<file path="config.mk">
export PLATFORM = sky130hd
export DESIGN_NAME = pipeline_stall_ctrl_flat
export DESIGN_NICKNAME = d
export VERILOG_FILES = /design/src/rtl/pipeline_stall_ctrl_if.sv /design/src/rtl/pipeline_stall_ctrl.sv /design/src/flat_wrapper.sv
export SDC_FILE = /design/constraint.sdc
export NUM_CORES = 1
export LEC_CHECK = 0
export ABC_AREA = 1
export BUFFER_PORTS_ARGS = -buffer_cell sky130_fd_sc_hd__buf_4
export CORE_UTILIZATION = 28
export DETAILED_ROUTE_END_ITERATION = 10
export GPL_TIMING_DRIVEN = 0
export PLACE_DENSITY = 0.57
export SYNTH_ARGS = -nofsm -noshare
export SYNTH_HDL_FRONTEND = slang
export SYNTH_SLANG_ARGS = --single-unit
</file>
<file path="constraint.sdc">
create_clock -name clock -period 1.5 [get_ports clock]
set_input_delay 0.3 -clock clock [delete_from_list [all_inputs] [get_ports clock]]
set_output_delay 0.3 -clock clock [all_outputs]
set_load 0.05 [all_outputs]
</file>
<file path="src/rtl/pipeline_stall_ctrl_if.sv">
// Pipeline hazard/stall control bus: DX/FD instruction fields and multdiv status
// in, latch hold/bubble/flush controls and multdiv handshake out.
interface pipeline_stall_ctrl_if;
  logic [4:0] dx_opcode;
  logic [4:0] dx_aluop;
  logic [4:0] dx_rd;
  logic [4:0] fd_rs;
  logic [4:0] fd_rt;
  logic       fd_uses_rt;
  logic       md_ready;
  logic       md_exception;
  logic       branch_taken_x;

  logic       md_ctrl_mult;
  logic       md_ctrl_div;
  logic       stall_pc;
  logic       stall_fd;
  logic       stall_dx;
  logic       bubble_dx;
  logic       bubble_xm;
  logic       flush_fd;
  logic       md_done;
  logic       md_err;
  logic       md_timeout;
  logic [7:0] md_cycles;

  modport master (
    output dx_opcode, dx_aluop, dx_rd, fd_rs, fd_rt, fd_uses_rt,
    output md_ready, md_exception, branch_taken_x,
    input  md_ctrl_mult, md_ctrl_div, stall_pc, stall_fd, stall_dx,
    input  bubble_dx, bubble_xm, flush_fd, md_done, md_err, md_timeout, md_cycles
  );

  modport slave (
    input  dx_opcode, dx_aluop, dx_rd, fd_rs, fd_rt, fd_uses_rt,
    input  md_ready, md_exception, branch_taken_x,
    output md_ctrl_mult, md_ctrl_div, stall_pc, stall_fd, stall_dx,
    output bubble_dx, bubble_xm, flush_fd, md_done, md_err, md_timeout, md_cycles
  );
endinterface

</file>
<file path="src/rtl/pipeline_stall_ctrl.sv">
// Stall/bubble/flush control for a 5-stage pipeline with a multi-cycle multdiv unit.
// Optional WAIT abort after TIMEOUT_CYCLES is enabled by defining MD_TIMEOUT_EN.
module pipeline_stall_ctrl #(
  parameter logic [7:0] TIMEOUT_CYCLES = 8'd64
) (
  input  logic                 clock,
  input  logic                 reset,
  pipeline_stall_ctrl_if.slave bus
);

  localparam logic [4:0] OP_RTYPE = 5'b00000;
  localparam logic [4:0] OP_LOAD  = 5'b01000;
  localparam logic [4:0] ALU_MULT = 5'b00110;
  localparam logic [4:0] ALU_DIV  = 5'b00111;

  typedef enum logic [1:0] {
    ST_IDLE = 2'd0,
    ST_WAIT = 2'd1,
    ST_DONE = 2'd2
  } state_t;

  state_t     state_q, state_d;
  logic [7:0] md_cycles_q, md_cycles_d;
  logic       md_err_q, md_err_d;
  logic       md_done_q, md_done_d;
  logic       md_timeout_q, md_timeout_d;

  logic md_op_s;
  logic is_mult_s;
  logic load_use_raw_s;
  logic timeout_hit_s;
  logic md_start_s;
  logic md_hold_s;
  logic branch_s;
  logic load_use_s;

  // Instruction decode and hazard detection on the latched fields
  always_comb begin
    is_mult_s      = (bus.dx_aluop == ALU_MULT);
    md_op_s        = (bus.dx_opcode == OP_RTYPE) &&
                     ((bus.dx_aluop == ALU_MULT) || (bus.dx_aluop == ALU_DIV));
    load_use_raw_s = (bus.dx_opcode == OP_LOAD) && (bus.dx_rd != 5'd0) &&
                     ((bus.fd_rs == bus.dx_rd) ||
                      (bus.fd_uses_rt && (bus.fd_rt == bus.dx_rd)));
  end

`ifdef MD_TIMEOUT_EN
  assign timeout_hit_s = (md_cycles_q == (TIMEOUT_CYCLES - 8'd1)) && !bus.md_ready;
`else
  logic unused_timeout_s;
  assign unused_timeout_s = ^TIMEOUT_CYCLES;
  assign timeout_hit_s    = 1'b0;
`endif

  // Multdiv sequencing: next state and registered status
  always_comb begin
    state_d      = state_q;
    md_cycles_d  = md_cycles_q;
    md_err_d     = md_err_q;
    md_done_d    = 1'b0;
    md_timeout_d = md_timeout_q;
    case (state_q)
      ST_IDLE: begin
        if (md_op_s) begin
          state_d     = ST_WAIT;
          md_cycles_d = 8'd0;
          md_err_d    = 1'b0;
        end else begin
          state_d = ST_IDLE;
        end
      end
      ST_WAIT: begin
        md_cycles_d = (md_cycles_q == 8'hFF) ? md_cycles_q : (md_cycles_q + 8'd1);
        if (bus.md_ready) begin
          state_d   = ST_DONE;
          md_err_d  = bus.md_exception;
          md_done_d = 1'b1;
        end else if (timeout_hit_s) begin
          state_d      = ST_DONE;
          md_err_d     = 1'b1;
          md_done_d    = 1'b1;
          md_timeout_d = 1'b1;
        end else begin
          state_d = ST_WAIT;
        end
      end
      ST_DONE: begin
        state_d  = ST_IDLE;
        md_err_d = 1'b0;
      end
      default: begin
        state_d  = ST_IDLE;
        md_err_d = 1'b0;
      end
    endcase
  end

  // State and status registers, cleared asynchronously
  always_ff @(posedge clock or negedge reset) begin
    if (!reset) begin
      state_q      <= ST_IDLE;
      md_cycles_q  <= 8'd0;
      md_err_q     <= 1'b0;
      md_done_q    <= 1'b0;
      md_timeout_q <= 1'b0;
    end else begin
      state_q      <= state_d;
      md_cycles_q  <= md_cycles_d;
      md_err_q     <= md_err_d;
      md_done_q    <= md_done_d;
      md_timeout_q <= md_timeout_d;
    end
  end

  // Priority resolution: multdiv hold beats branch flush beats load-use
  always_comb begin
    md_start_s = (state_q == ST_IDLE) && md_op_s;
    md_hold_s  = md_start_s || (state_q == ST_WAIT);
    branch_s   = bus.branch_taken_x && !md_hold_s;
    load_use_s = load_use_raw_s && !md_hold_s && !bus.branch_taken_x;
  end

  // Output drive; everything forced low while reset is held
  always_comb begin
    bus.md_ctrl_mult = 1'b0;
    bus.md_ctrl_div  = 1'b0;
    bus.stall_pc     = 1'b0;
    bus.stall_fd     = 1'b0;
    bus.stall_dx     = 1'b0;
    bus.bubble_dx    = 1'b0;
    bus.bubble_xm    = 1'b0;
    bus.flush_fd     = 1'b0;
    bus.md_done      = 1'b0;
    bus.md_err       = 1'b0;
    bus.md_timeout   = 1'b0;
    bus.md_cycles    = 8'd0;
    if (reset) begin
      bus.md_ctrl_mult = md_start_s && is_mult_s;
      bus.md_ctrl_div  = md_start_s && !is_mult_s;
      bus.stall_pc     = md_hold_s || load_use_s;
      bus.stall_fd     = md_hold_s || load_use_s;
      bus.stall_dx     = md_hold_s;
      bus.bubble_dx    = branch_s || load_use_s;
      bus.bubble_xm    = md_hold_s;
      bus.flush_fd     = branch_s;
      bus.md_done      = md_done_q;
      bus.md_err       = md_err_q;
      bus.md_timeout   = md_timeout_q;
      bus.md_cycles    = md_cycles_q;
    end else begin
      bus.md_cycles = 8'd0;
    end
  end

endmodule
</file>
<file path="src/flat_wrapper.sv">
// flat-port wrapper written by rule: the top's interface ports become plain ports
module pipeline_stall_ctrl_flat 
#(
  parameter logic [7:0] TIMEOUT_CYCLES = 8'd64
)
  (clock, reset, bus_dx_opcode, bus_dx_aluop, bus_dx_rd, bus_fd_rs, bus_fd_rt, bus_fd_uses_rt, bus_md_ready, bus_md_exception, bus_branch_taken_x, bus_md_ctrl_mult, bus_md_ctrl_div, bus_stall_pc, bus_stall_fd, bus_stall_dx, bus_bubble_dx, bus_bubble_xm, bus_flush_fd, bus_md_done, bus_md_err, bus_md_timeout, bus_md_cycles);
  pipeline_stall_ctrl_if bus_i ();
  input  logic clock;
  input  logic reset;
  input wire logic [$bits(bus_i.dx_opcode)-1:0] bus_dx_opcode;
  input wire logic [$bits(bus_i.dx_aluop)-1:0] bus_dx_aluop;
  input wire logic [$bits(bus_i.dx_rd)-1:0] bus_dx_rd;
  input wire logic [$bits(bus_i.fd_rs)-1:0] bus_fd_rs;
  input wire logic [$bits(bus_i.fd_rt)-1:0] bus_fd_rt;
  input wire logic [$bits(bus_i.fd_uses_rt)-1:0] bus_fd_uses_rt;
  input wire logic [$bits(bus_i.md_ready)-1:0] bus_md_ready;
  input wire logic [$bits(bus_i.md_exception)-1:0] bus_md_exception;
  input wire logic [$bits(bus_i.branch_taken_x)-1:0] bus_branch_taken_x;
  output wire logic [$bits(bus_i.md_ctrl_mult)-1:0] bus_md_ctrl_mult;
  output wire logic [$bits(bus_i.md_ctrl_div)-1:0] bus_md_ctrl_div;
  output wire logic [$bits(bus_i.stall_pc)-1:0] bus_stall_pc;
  output wire logic [$bits(bus_i.stall_fd)-1:0] bus_stall_fd;
  output wire logic [$bits(bus_i.stall_dx)-1:0] bus_stall_dx;
  output wire logic [$bits(bus_i.bubble_dx)-1:0] bus_bubble_dx;
  output wire logic [$bits(bus_i.bubble_xm)-1:0] bus_bubble_xm;
  output wire logic [$bits(bus_i.flush_fd)-1:0] bus_flush_fd;
  output wire logic [$bits(bus_i.md_done)-1:0] bus_md_done;
  output wire logic [$bits(bus_i.md_err)-1:0] bus_md_err;
  output wire logic [$bits(bus_i.md_timeout)-1:0] bus_md_timeout;
  output wire logic [$bits(bus_i.md_cycles)-1:0] bus_md_cycles;
  assign bus_i.dx_opcode = bus_dx_opcode;
  assign bus_i.dx_aluop = bus_dx_aluop;
  assign bus_i.dx_rd = bus_dx_rd;
  assign bus_i.fd_rs = bus_fd_rs;
  assign bus_i.fd_rt = bus_fd_rt;
  assign bus_i.fd_uses_rt = bus_fd_uses_rt;
  assign bus_i.md_ready = bus_md_ready;
  assign bus_i.md_exception = bus_md_exception;
  assign bus_i.branch_taken_x = bus_branch_taken_x;
  assign bus_md_ctrl_mult = bus_i.md_ctrl_mult;
  assign bus_md_ctrl_div = bus_i.md_ctrl_div;
  assign bus_stall_pc = bus_i.stall_pc;
  assign bus_stall_fd = bus_i.stall_fd;
  assign bus_stall_dx = bus_i.stall_dx;
  assign bus_bubble_dx = bus_i.bubble_dx;
  assign bus_bubble_xm = bus_i.bubble_xm;
  assign bus_flush_fd = bus_i.flush_fd;
  assign bus_md_done = bus_i.md_done;
  assign bus_md_err = bus_i.md_err;
  assign bus_md_timeout = bus_i.md_timeout;
  assign bus_md_cycles = bus_i.md_cycles;
  pipeline_stall_ctrl #(.TIMEOUT_CYCLES(TIMEOUT_CYCLES)) u_core (.clock(clock), .reset(reset), .bus(bus_i));
endmodule
</file>
==> run metrics <==
status=finished with violations; failing checks=negative setup slack; grt ovf=0; placed inst area=1490 sq um; Mapped Cells=178; Synth Flop Type=dfrtp_1; Synth Warn #=0; Max-Cap Viols=0; worst-margin pin slew=0.567 ns; R2R Setup Slk=0.12 ns; Final period util=117%; DR vias=1171; largest fanout on the critical path=3; Core ar.=3470 sq um; Vias/cell=4.09; clk_skew=0.00230 ns; Detailed Place HPWL=1.93 mm; growth of design area from synthesis to finish=63.9%; total track usage=14.5%; kind of critical path=flip-flop to output port; Post-synth ARST share=100%; routed len/inst=9.09 microns; layout cells sized above 1=37.1%; n_diodes=0; Avg Cell Area, Syn=5.91 sq um; final setup vio count=8; top post-synthesis cells by area=dfrtp_1, nand2_1, inv_1; Setup WS pre-CTS=-0.384 ns; pwr dens=680 nW/um^2; Die Span Y=63.3 microns; register area share after synthesis=28.5%; WHS=0.267 ns; clock sinks=12; CTS tree=yes; GP Congestion=0.757; Startpoint Class=flip-flop; Inserted Clock Buffers=3; Finished Cell Area=1720 sq um; post-synth design cell area=1050 sq um; die area=4010 sq um; worst setup margin=-0.250 ns; Net count, final=273; Hold Vio Cnt, Final=0; top cells by count, synth=nand2_1, inv_1, nor2_1; Filler Cell Count=383; top-count cell post-synth=nand2_1; worst hold path type=input port to flip-flop; Worst setup EP type=output port; RSZ-0062 raised after global routing=yes; Chip Width=63.3 microns; Iter 0 DRT Violations=37; IO Port Bufs=48; initial antenna violation count=0; Worst-Skew Late Latency=0.24 ns; Post-Syn Nets=210; number of synthesized flops with an enable pin=0; first-pass GRT wire length=4.80 mm; I/O Pins=50; post-layout util=49.7%; Peak VDD IR=0.293 mV; Routed Antenna Nets=0; Reg clk slew, reported paths=0.06 ns; f_max=0.571 GHz; Rel. slew slack=62.0%; pins over their slew limit=0; Arrival @ worst endpoint=1.45 ns; Pre-antenna DRT Iters=4; largest net degree at the start of global routing=13; clock buffer depth=2; DRC viols=0; Initial Utilization=30.3%; Tmin final=1.75 ns; H-tree Lvls=1; final WL=2.60 mm; vias in the first global route=1182; FF+latch count, synth=12; row count=21; leakage=1.01 nW; count of cell types in the netlist=20; Critical Path RT=1.20 ns; Root Buffer Master=clkbuf_8; largest area contributor in the netlist=dfrtp_1; Yosys top cell area share=28.5%
## metal layers
layer | part of all wire (%) | track usage (%) | vias to the layer above
li1 | - | - | 653
met1 | 48 | 19.0 | 494
met4 | 0.54 | 2.56 | 0
met5 | 0 | 0 | -
met2 | 48 | 25.3 | 22
met3 | 3.5 | 2.36 | 2
## where the power goes
| part | leakage (nW) | internal [W] | switching, W |
|---|---|---|---|
| registers | 0.148 | 0.000354 | 0.0000441 |
| clock network | 0.0288 | 0.000232 | 0.000121 |
| logic | 0.830 | 0.000187 | 0.000234 |
## cell type report
class                           count  area (sq um)  share of cell area (%)
Multi-Input combinational cell    126           648                    37.6
Timing Repair Buffer               58           475                    27.6
Sequential cell                    12           300                    17.4
Inverter                           35           138                    7.98
Tap cell                           46          57.6                    3.34
Clock buffer                        4          55.1                    3.19
Buffer                              5          50.0                    2.90
## sequential cells by signal, summed over array words and instances (netlist names)
signal	flops
u_core.md_cycles_q	8
u_core.md_done_q	1
u_core.md_err_q	1
u_core.state_q	2
## placed cells by master, fill, tap and decap left out, drive strengths merged
cell	instances
nor2	22
dlygate4sd3	1
xor2	3
buf	61
inv	34
o21ai	6
clkbuf	5
nand4	5
nand2	70
or2	2
clkinvlp	1
nand3	13
xnor2	2
and3	1
conb	1
ha	1
dfrtp	12
## per-stage QoR
step / power, W / std cells / TNS, ns
5_1_grt: 0.00125 / 286 / -2.27
2_1_floorplan: 0.000630 / 178 / -0.538
3_3_place_gp: 0.000770 / 272 / -2.33
4_1_cts: 0.00115 / 283 / -1.45
6_report: 0.00117 / 286 / -1.51
3_5_place_dp: 0.000774 / 272 / -2.85
## cell families (layout without fill, tap and decap cells)
group / after synthesis / count (layout) / share of synthesized area, %
other: 1 / 1 / 0.356
adder cells (fa/ha/maj): 1 / 1 / 1.19
buffers and inverters: 40 / 102 / 16.1
XOR/XNOR: 5 / 5 / 4.16
AO/OA/AOI/OAI: 6 / 6 / 4.28
flip-flops: 12 / 12 / 28.5
AND/OR/NAND/NOR: 113 / 113 / 45.4
## timing repair
| item | CTS | global route |
|---|---|---|
| buffers inserted | 6 | 3 |
| setup endpoints to repair | 26 | 16 |
| hold buffers | 1 | 0 |
| pin swaps | 10 | 7 |
| hold endpoints to repair | 12 | 0 |
| gates resized for setup | 21 | 6 |
## worst max-delay path: stages, from the launching register on
cell and delay [ns]:
dfrtp_1 0.41, nor2_2 0.15, nand3_2 0.12, nand2_4 0.11, nor2_4 0.04, nand3_2 0.08
nand2_4 0.05, buf_6 0.11, buf_8 0.14
## final timing paths
path | from | to | cells after the start
worst max register to register | u_core.md_cycles_q[1] | u_core.md_cycles_q[7] | 8
worst min register to register | u_core.md_err_q | u_core.md_err_q | 2
worst max-delay path | u_core.state_q[1] | bus_stall_pc | 8
min in group asynchronous | reset | u_core.md_cycles_q[2] | 2
worst min-delay path | bus_md_exception | u_core.md_err_q | 3
max in group asynchronous | reset | u_core.md_cycles_q[4] | 2
No activity file was read; power rests on OpenSTA's default activity.
